File: src/rtl/apb_pkg.sv
// Shared APB master-side definitions: FSM state encoding and default bus widths.
package apb_pkg;

    typedef enum logic [1:0] {
        IDLE   = 2'd0,
        SETUP  = 2'd1,
        ACCESS = 2'd2
    } state_t;

    localparam int ADDR_W_DEFAULT = 16;
    localparam int DATA_W_DEFAULT = 16;

endpackage

File: src/rtl/rr_arbiter.sv
// Combinational round-robin picker: first set request at or above rr_ptr, wrapping.
module rr_arbiter #(
    parameter int NUM_REQ = 2,
    parameter int IDX_W   = (NUM_REQ > 1) ? $clog2(NUM_REQ) : 1
) (
    input  logic [NUM_REQ-1:0] req,
    input  logic [IDX_W-1:0]   rr_ptr,
    output logic [NUM_REQ-1:0] grant,
    output logic [IDX_W-1:0]   grant_idx,
    output logic               grant_valid
);

    logic [2*NUM_REQ-1:0] req_dbl;
    logic [2*NUM_REQ-1:0] grant_dbl;
    logic [NUM_REQ-1:0]   req_rot;
    logic [NUM_REQ-1:0]   grant_rot;
    logic [IDX_W-1:0]     offset_acc [NUM_REQ+1];
    logic [IDX_W:0]       idx_sum;

    // Rotate so rr_ptr sits at bit 0, pick the lowest set bit, then rotate back.
    assign req_dbl    = {req, req};
    assign req_rot    = NUM_REQ'(req_dbl >> rr_ptr);
    assign offset_acc[0] = '0;

    genvar gi;
    generate
        for (gi = 0; gi < NUM_REQ; gi++) begin : g_pri
            if (gi == 0) begin : g_first
                assign grant_rot[gi] = req_rot[gi];
            end else begin : g_rest
                assign grant_rot[gi] = req_rot[gi] & ~(|req_rot[gi-1:0]);
            end
            assign offset_acc[gi+1] = offset_acc[gi] | (grant_rot[gi] ? IDX_W'(gi) : '0);
        end
    endgenerate

    assign grant_dbl   = {{NUM_REQ{1'b0}}, grant_rot} << rr_ptr;
    assign grant       = grant_dbl[NUM_REQ-1:0] | grant_dbl[2*NUM_REQ-1:NUM_REQ];
    assign grant_valid = |req;

    assign idx_sum   = {1'b0, rr_ptr} + {1'b0, offset_acc[NUM_REQ]};
    assign grant_idx = (idx_sum >= (IDX_W+1)'(NUM_REQ)) ? IDX_W'(idx_sum - (IDX_W+1)'(NUM_REQ))
                                                        : IDX_W'(idx_sum);

endmodule

File: src/rtl/apb_ram_arbiter.sv
// Shares one APB slave between NUM_REQ req/done clients with round-robin arbitration
// and an ACCESS-phase timeout that aborts a transfer with err=1.
module apb_ram_arbiter
    import apb_pkg::*;
#(
    parameter int NUM_REQ = 2,
    parameter int ADDR_W  = ADDR_W_DEFAULT,
    parameter int DATA_W  = DATA_W_DEFAULT,
    parameter int TIMEOUT = 16
) (
    input  logic                      pclk,
    input  logic                      preset,
    input  logic [NUM_REQ-1:0]        req,
    input  logic [NUM_REQ-1:0]        req_write,
    input  logic [NUM_REQ*ADDR_W-1:0] req_addr,
    input  logic [NUM_REQ*DATA_W-1:0] req_wdata,
    output logic [NUM_REQ-1:0]        done,
    output logic                      err,
    output logic [DATA_W-1:0]         rdata,
    output logic                      psel,
    output logic                      penable,
    output logic                      pwrite,
    output logic [ADDR_W-1:0]         paddr,
    output logic [DATA_W-1:0]         pwdata,
    input  logic                      pready,
    input  logic [DATA_W-1:0]         prdata
);

    localparam int IDX_W = (NUM_REQ > 1) ? $clog2(NUM_REQ) : 1;
    localparam int CNT_W = $clog2(TIMEOUT);

    state_t               state_reg, state_next;
    logic [IDX_W-1:0]     rr_ptr_reg, rr_ptr_next;
    logic [IDX_W-1:0]     win_reg, win_next;
    logic [ADDR_W-1:0]    addr_reg, addr_next;
    logic                 write_reg, write_next;
    logic [DATA_W-1:0]    wdata_reg, wdata_next;
    logic [CNT_W-1:0]     cnt_reg, cnt_next;
    logic [NUM_REQ-1:0]   done_reg, done_next;
    logic                 err_reg, err_next;
    logic [DATA_W-1:0]    rdata_reg, rdata_next;

    logic [NUM_REQ-1:0]   grant;
    logic [IDX_W-1:0]     grant_idx;
    logic                 grant_valid;
    logic [IDX_W-1:0]     win_inc;

    rr_arbiter #(
        .NUM_REQ (NUM_REQ),
        .IDX_W   (IDX_W)
    ) u_rr_arbiter (
        .req         (req),
        .rr_ptr      (rr_ptr_reg),
        .grant       (grant),
        .grant_idx   (grant_idx),
        .grant_valid (grant_valid)
    );

    // One-hot AND-OR mux of the winning requester's command fields.
    logic [ADDR_W-1:0] addr_acc  [NUM_REQ+1];
    logic [DATA_W-1:0] wdata_acc [NUM_REQ+1];
    logic [NUM_REQ:0]  write_acc;

    assign addr_acc[0]  = '0;
    assign wdata_acc[0] = '0;
    assign write_acc[0] = 1'b0;

    genvar gi;
    generate
        for (gi = 0; gi < NUM_REQ; gi++) begin : g_sel
            assign addr_acc[gi+1]  = addr_acc[gi]  | (req_addr[gi*ADDR_W +: ADDR_W]  & {ADDR_W{grant[gi]}});
            assign wdata_acc[gi+1] = wdata_acc[gi] | (req_wdata[gi*DATA_W +: DATA_W] & {DATA_W{grant[gi]}});
            assign write_acc[gi+1] = write_acc[gi] | (req_write[gi] & grant[gi]);
        end
    endgenerate

    assign win_inc = (win_reg == IDX_W'(NUM_REQ - 1)) ? '0 : win_reg + 1'b1;

    always_comb begin
        state_next  = state_reg;
        rr_ptr_next = rr_ptr_reg;
        win_next    = win_reg;
        addr_next   = addr_reg;
        write_next  = write_reg;
        wdata_next  = wdata_reg;
        cnt_next    = cnt_reg;
        done_next   = '0;
        err_next    = 1'b0;
        rdata_next  = rdata_reg;
        case (state_reg)
            IDLE: begin
                if (grant_valid) begin
                    win_next   = grant_idx;
                    addr_next  = addr_acc[NUM_REQ];
                    write_next = write_acc[NUM_REQ];
                    wdata_next = wdata_acc[NUM_REQ];
                    cnt_next   = '0;
                    state_next = SETUP;
                end
            end
            SETUP: begin
                state_next = ACCESS;
            end
            ACCESS: begin
                if (pready) begin
                    done_next   = NUM_REQ'(1) << win_reg;
                    rdata_next  = write_reg ? rdata_reg : prdata;
                    rr_ptr_next = win_inc;
                    state_next  = IDLE;
                end else if (cnt_reg == CNT_W'(TIMEOUT - 1)) begin
                    done_next   = NUM_REQ'(1) << win_reg;
                    err_next    = 1'b1;
                    rdata_next  = '0;
                    rr_ptr_next = win_inc;
                    state_next  = IDLE;
                end else begin
                    cnt_next = cnt_reg + 1'b1;
                end
            end
            default: begin
                state_next = IDLE;
            end
        endcase
    end

    always_ff @(posedge pclk or negedge preset) begin
        if (!preset) begin
            state_reg  <= IDLE;
            rr_ptr_reg <= '0;
            win_reg    <= '0;
            addr_reg   <= '0;
            write_reg  <= 1'b0;
            wdata_reg  <= '0;
            cnt_reg    <= '0;
            done_reg   <= '0;
            err_reg    <= 1'b0;
            rdata_reg  <= '0;
        end else begin
            state_reg  <= state_next;
            rr_ptr_reg <= rr_ptr_next;
            win_reg    <= win_next;
            addr_reg   <= addr_next;
            write_reg  <= write_next;
            wdata_reg  <= wdata_next;
            cnt_reg    <= cnt_next;
            done_reg   <= done_next;
            err_reg    <= err_next;
            rdata_reg  <= rdata_next;
        end
    end

    assign psel    = (state_reg != IDLE);
    assign penable = (state_reg == ACCESS);
    assign pwrite  = psel ? write_reg : 1'b0;
    assign paddr   = psel ? addr_reg  : '0;
    assign pwdata  = psel ? wdata_reg : '0;
    assign done    = done_reg;
    assign err     = err_reg;
    assign rdata   = rdata_reg;

endmodule

File: config.mk
export PLATFORM = sky130hd
export DESIGN_NAME = apb_ram_arbiter
export DESIGN_NICKNAME = d
export VERILOG_FILES = /design/src/rtl/apb_pkg.sv /design/src/rtl/rr_arbiter.sv /design/src/rtl/apb_ram_arbiter.sv
export SDC_FILE = /design/constraint.sdc
export NUM_CORES = 1
export LEC_CHECK = 0
export ABC_AREA = 1
export CAP_MARGIN = 20
export CORE_ASPECT_RATIO = 0.7
export CORE_MARGIN = 5
export CORE_UTILIZATION = 42
export CTS_BUF_LIST = sky130_fd_sc_hd__clkbuf_16
export CTS_CLUSTER_SIZE = 20
export DETAILED_ROUTE_END_ITERATION = 12
export MAX_ROUTING_LAYER = met4
export PLACE_DENSITY = 0.81
export SLEW_MARGIN = 20
export SYNTH_ARGS = -nofsm -noshare
export SYNTH_HDL_FRONTEND = slang
export SYNTH_SLANG_ARGS = --single-unit
File: constraint.sdc
create_clock -name pclk -period 1.58 [get_ports pclk]
set_input_delay 0.237 -clock pclk [delete_from_list [all_inputs] [get_ports pclk]]
set_output_delay 0.237 -clock pclk [all_outputs]
set_load 0.01 [all_outputs]
==> flow_metrics.tcl, run 1 <==
set metrics [dict create \
    grt.total_usage 0.214 \
    finClkSkew_ps 7.05 \
    p_seq_frac 0.265 \
    cp.required_ps 1340 \
    synthCells 444 \
    cts_tree "done" \
    power.density_nw_per_um2 1770 \
    crit_fanout 6 \
    htree_levels 3 \
    cts_root_buffer "clkbuf_16" \
    io_buffers 140 \
    clock-sinks 60 \
    dr.pass1.iters 4 \
    fin_ws_ps -112 \
    synth_nets 532 \
    avgSynthCellArea_um2 7.04 \
    hp-class "in -> async" \
    nNetsFinal 694 \
    wl_um 9670 \
    drt_iter0_markers 156 \
    clk_path_buf_depth 2 \
    synth_area_um2 3130 \
    layout_common_cells "nand2_1 (243), clkdlybuf4s50_1 (104), dfrtp_1 (60)" \
    pwr-share-comb 0.521 \
    fillers 567 \
    layout_commonest_cell "nand2_1" \
    rows 26 \
    antenna_found_initial 0 \
    clk_pin_slew_worst_paths_ps 50 \
    finalCriticalPeriod_ps 1690 \
    diodes 0 \
    ff_latch_area_um2 1500 \
    grt_start_max_net_pins 61 \
    cp-end-kind "primary output" \
    p_clk_frac 0.213 \
    rrSetupSlack_ps 140 \
    routedWlPerCell_um 13.6 \
    routabilityCongestion 0.857 \
    clk_latency_ps 320 \
    setup_viol 27 \
    slew_headroom 0.662 \
    die_x_um 113 \
    power.switching_mw 3.49 \
    io_pins 141 \
    cts_made_buffers 9 \
    cap_violations 0 \
    grt_pass1_wl_um 15400 \
    min_period_over_period 1.07 \
    dp_hpwl_um 6380 \
    synthToLayoutAreaGrowth_pct 69.5 \
    rsz0062_at_grt "true" \
    swShare 0.371 \
    ant_nets 0 \
    core_um2 7290 \
    drive_gt1_frac 0.193 \
    synth_warnings 0 \
    p_int_mw 5.91 \
    holdWs_ps 467 \
    drt_drc_violations_left 0 \
    fin_util 0.727 \
    max_freq_ghz 0.591 \
    ys_seq_area_frac 0.480 \
    vias 3293 \
    rr_worst_depth 7 \
    avgViaCountPerCell 4.64 \
    crit_type "reg -> out" \
    worst_pin_slew_ps 506 \
    start_kind "flip-flop" \
    report.final.slew_viol_count 0 \
    violations "setup timing" \
    multi_input_area_um2 1460 \
    die-area_um2 9300 \
    ir_drop_mv 0.812 \
    fp.dieH_um 82.2 \
    grt_pass1_vias 3378 \
    ys_ff_latch 60 \
    cp.arrival_ps 1460 \
    synth_cell_types 22 \
    grt_overflow 0 \
    finalHoldViolations 0 \
    leakagePower_nw 2.69 \
    start_util 0.429 \
    status "finished, violations left" \
]
routing by layer:
layer | GRT usage | wire (µm) | vias up
li1 | - | - | 1640
met1 | 0.263 | 4210 | 1527
met2 | 0.346 | 4590 | 110
met3 | 0.0641 | 688 | 16
met4 | 0.0660 | 178 | 0
met5 | - | 0 | -
cells by family after synthesis:
logic type	Yosys count	share of synthesized area
buffers and inverters	65	0.0956
XOR/XNOR	1	0.00280
adder cells (fa/ha/maj)	1	0.00400
flip-flops	60	0.480
AO/OA/AOI/OAI	22	0.0448
AND/OR/NAND/NOR	295	0.373
critical path: stages (launching register included):
cell and delay (ps):
dfrtp_1 410, nor2_4 160, buf_6 160, buf_12 140
buf_8 110, nor2_4 30, buf_6 110
per-stage QoR:
step	total power, mW	cells	instance area, µm²	setup slack [ps]	TNS [ps]
2_1_floorplan	4.46	444	3130	299	0
3_3_place_gp	6.39	678	4710	-173	-5220
3_5_place_dp	6.48	678	4710	-261	-7660
4_1_cts	9.00	707	5130	-74.3	-850
5_1_grt	10.0	709	5300	-158	-2840
6_report	9.40	709	5300	-112	-1330
cell type report:
cell class	count	share of cell area
Clock inverter	7	0.0158
Inverter	44	0.0316
Tap cell	98	0.0231
Clock buffer	9	0.0425
Sequential cell	60	0.283
Multi-Input combinational cell	320	0.275
Timing Repair Buffer	171	0.328
power by group through the flow:
| stage | Clock [mW] | Combinational (mW) | Sequential, mW |
|---|---|---|---|
| 4_1_cts | 2.03 | 4.48 | 2.49 |
| 3_3_place_gp | 0 | 3.92 | 2.47 |
| 6_report | 2.01 | 4.90 | 2.49 |
| 2_1_floorplan | 0 | 1.93 | 2.53 |
| 5_1_grt | 2.12 | 5.36 | 2.56 |
| 3_5_place_dp | 0 | 3.98 | 2.50 |
worst paths after layout:
kind                         startpoint           end
min                              preset      rdata[5]
min in group pclk            prdata[13]     rdata[13]
max in group asynchronous        preset  wdata_reg[1]
max reg2reg                state_reg[1]   addr_reg[2]
max                        state_reg[1]     paddr[12]
min reg2reg                wdata_reg[6]  wdata_reg[6]
cell usage after synthesis:
library cell / n / share of area
nand2_1: 243 / 0.29
dfrtp_1: 60 / 0.48
inv_1: 42 / 0.050
nor2_1: 37 / 0.044
buf_2: 11 / 0.018
o21ai_1: 10 / 0.016
nand3_1: 7 / 0.011
o21ai_2: 7 / 0.020
buf_6: 5 / 0.018
clkbuf_1: 4 / 0.0048
o21ai_0: 4 / 0.0064
nor2_4: 3 / 0.011
inv_2: 2 / 0.0024
a21oi_2: 1 / 0.0028
buf_4: 1 / 0.0024
ha_1: 1 / 0.0040
nand2_2: 1 / 0.0020
nand3_2: 1 / 0.0032
nand3_4: 1 / 0.0056
nand4_1: 1 / 0.0020
nor3_1: 1 / 0.0016
xnor2_1: 1 / 0.0028
what timing repair did:
action,CTS,global route
pin swaps,2,2
hold endpoints to repair,60,0
cloned,3,1
resized for setup,154,48
buffers inserted,10,2
hold buffers,1,0
endpoints found under the setup margin,36,67
(Power assumes the default switching activity.)
==> inputs of run 2 (changes only) <==
--- a/config.mk
+++ b/config.mk
@@ -6,7 +6,6 @@
 export NUM_CORES = 1
 export LEC_CHECK = 0
 export ABC_AREA = 1
-export CAP_MARGIN = 20
 export CORE_ASPECT_RATIO = 0.7
 export CORE_MARGIN = 5
 export CORE_UTILIZATION = 42
@@ -14,7 +13,7 @@
 export CTS_CLUSTER_SIZE = 20
 export DETAILED_ROUTE_END_ITERATION = 12
 export MAX_ROUTING_LAYER = met4
-export PLACE_DENSITY = 0.81
+export PLACE_DENSITY = 0.88
 export SLEW_MARGIN = 20
 export SYNTH_ARGS = -nofsm -noshare
 export SYNTH_HDL_FRONTEND = slang
==> run 2 against run 1 <==
The flow still finishes with violations (setup timing). Clock-buffer cell count unchanged. Largest cell class unchanged. Register-to-register slack lost 170 ps. Final area is 0.40% lower. Die area is the same. Wire length grew 9.9%. Via count up 5.0%. Core utilization down 0.29 points. Cell count is 0.14% lower. Sequential power hardly changed. Non-clock buffer count shrank 1. Fmax increased by 1.6%. Flip-flop and latch count is the same.
==> flow_metrics.tcl, run 2 (same netlist as run 1, synthesis figures left out) <==
set metrics [dict create \
    setup_viol 43 \
    finalCriticalPeriod_ps 1670 \
    crit_fanout 7 \
    fin_area_um2 5280 \
    cap_violations 0 \
    diodes 0 \
    avgViaCountPerCell 4.88 \
    leakagePower_nw 2.71 \
    fp.dieH_um 82.2 \
    dr.pass1.iters 4 \
    power_mw 9.38 \
    crit_path_top_delay_cell "dfrtp_1" \
    drive_gt1_frac 0.226 \
    p_clk_frac 0.209 \
    dp_hpwl_um 6420 \
    cpPeakStageDelay_ps 410 \
    clock-sinks 60 \
    start_kind "flip-flop" \
    hp-class "in -> async" \
    nNetsFinal 693 \
    min_period_over_period 1.05 \
    layout_commonest_cell "nand2_1" \
    status "finished, violations left" \
    finClkSkew_ps 5.24 \
    ant_nets 0 \
    grt_overflow 0 \
    worst_pin_slew_ps 501 \
    die_x_um 113 \
    drt_iter0_markers 201 \
    cp_cell_sequence "nor2_4 -> buf_8 -> buf_8 -> nor2_2 -> buf_2" \
    grt.total_usage 0.204 \
    rsz0062_at_grt "true" \
    grt_start_max_net_pins 61 \
    core_um2 7290 \
    slew_headroom 0.665 \
    io_buffers 140 \
    clk_path_buf_depth 2 \
    grt_pass1_wl_um 14700 \
    synthToLayoutAreaGrowth_pct 68.8 \
    cp.required_ps 1340 \
    max_freq_ghz 0.600 \
    io_pins 141 \
    vias 3458 \
    crit_top_cell "buf_8" \
    p_int_mw 5.69 \
    die-area_um2 9300 \
    swShare 0.394 \
    cts_tree "done" \
    p_seq_frac 0.268 \
    cp.arrival_ps 1430 \
    cp-end-kind "primary output" \
    finalHoldViolations 0 \
    report.final.slew_viol_count 0 \
    ir_drop_mv 1.01 \
    power.switching_mw 3.70 \
    cts_root_buffer "clkbuf_16" \
    routabilityCongestion 0.806 \
    clk_latency_ps 330 \
    htree_levels 3 \
    wl_um 10600 \
    antenna_found_initial 0 \
    start_util 0.429 \
    rows 26 \
    fin_ws_ps -85.8 \
    violations "setup timing" \
    power.density_nw_per_um2 1780 \
    crit_type "reg -> out" \
    postPlaceCellArea_um2 4710 \
    grt_pass1_vias 3311 \
    cts_made_buffers 9 \
    drt_drc_violations_left 0 \
    pwr-share-comb 0.523 \
    routedWlPerCell_um 15.0 \
    clk_pin_slew_worst_paths_ps 50 \
    layout_common_cells "nand2_1 (213), clkdlybuf4s50_1 (104), dfrtp_1 (60)" \
]
[run 2: per-stage QoR]
step | TNS [ps] | hold slack [ps] | setup slack [ps] | utilization | cells
2_1_floorplan | 0 | -58.6 | 299 | - | 444
3_5_place_dp | -5560 | 268 | -208 | 0.647 | 676
5_1_grt | -4820 | 474 | -130 | 0.724 | 708
4_1_cts | -1080 | 461 | -85.7 | 0.683 | 697
3_3_place_gp | -3540 | 267 | -120 | 0.647 | 676
6_report | -1700 | 445 | -85.8 | 0.724 | 708
[run 2: cell type report]
type	instances	area [µm²]
Fill cell	552	2010
Tap cell	98	123
Clock inverter	7	76.3
Clock buffer	9	225
Multi-Input combinational cell	320	1480
Inverter	44	170
Timing Repair Buffer	170	1700
Sequential cell	60	1500
[run 2: worst paths after layout]
kind | from | endpoint | slack, ps | depth (start not counted)
min in group pclk | prdata[13] | rdata[13] | 470 | 3
hold reg to reg | rdata[3] | rdata[3] | 480 | 2
hold / removal | preset | rdata[5] | 440 | 3
max in group asynchronous | preset | wdata_reg[0] | 880 | 3
setup / recovery | state_reg[1] | pwdata[6] | -90 | 5
setup reg to reg | state_reg[1] | wdata_reg[9] | -30 | 9
[run 2: worst max-delay path, delay by kind of cell, from the launching register on]
family,cells,cell delay [ps]
and+or+nand+nor,2,240
DFF,1,410
buffers and inverters,3,450
[run 2: metal layers]
layer / track usage / wire [µm]
met5: - / 0
met4: 0.0792 / 244
met3: 0.0685 / 828
met2: 0.347 / 5320
met1: 0.228 / 4240
[run 2: timing repair]
item                                   in CTS  in global routing
resized for setup                         114                 97
endpoints found under the hold margin      60                  0
buffers inserted                            4                  5
gates cloned                                1                  8
hold buffers                                1                  0
pin swaps                                   1                  3
setup endpoints to repair                  35                 57
[run 2: power by group through the flow]
stage	combinational [mW]	sequential [mW]	clock (mW)
floorplan	1.93	2.53	0
global placement	3.87	2.48	0
detailed placement	3.97	2.51	0
CTS	3.87	2.49	1.98
global route	5.28	2.57	2.07
finish	4.90	2.52	1.96
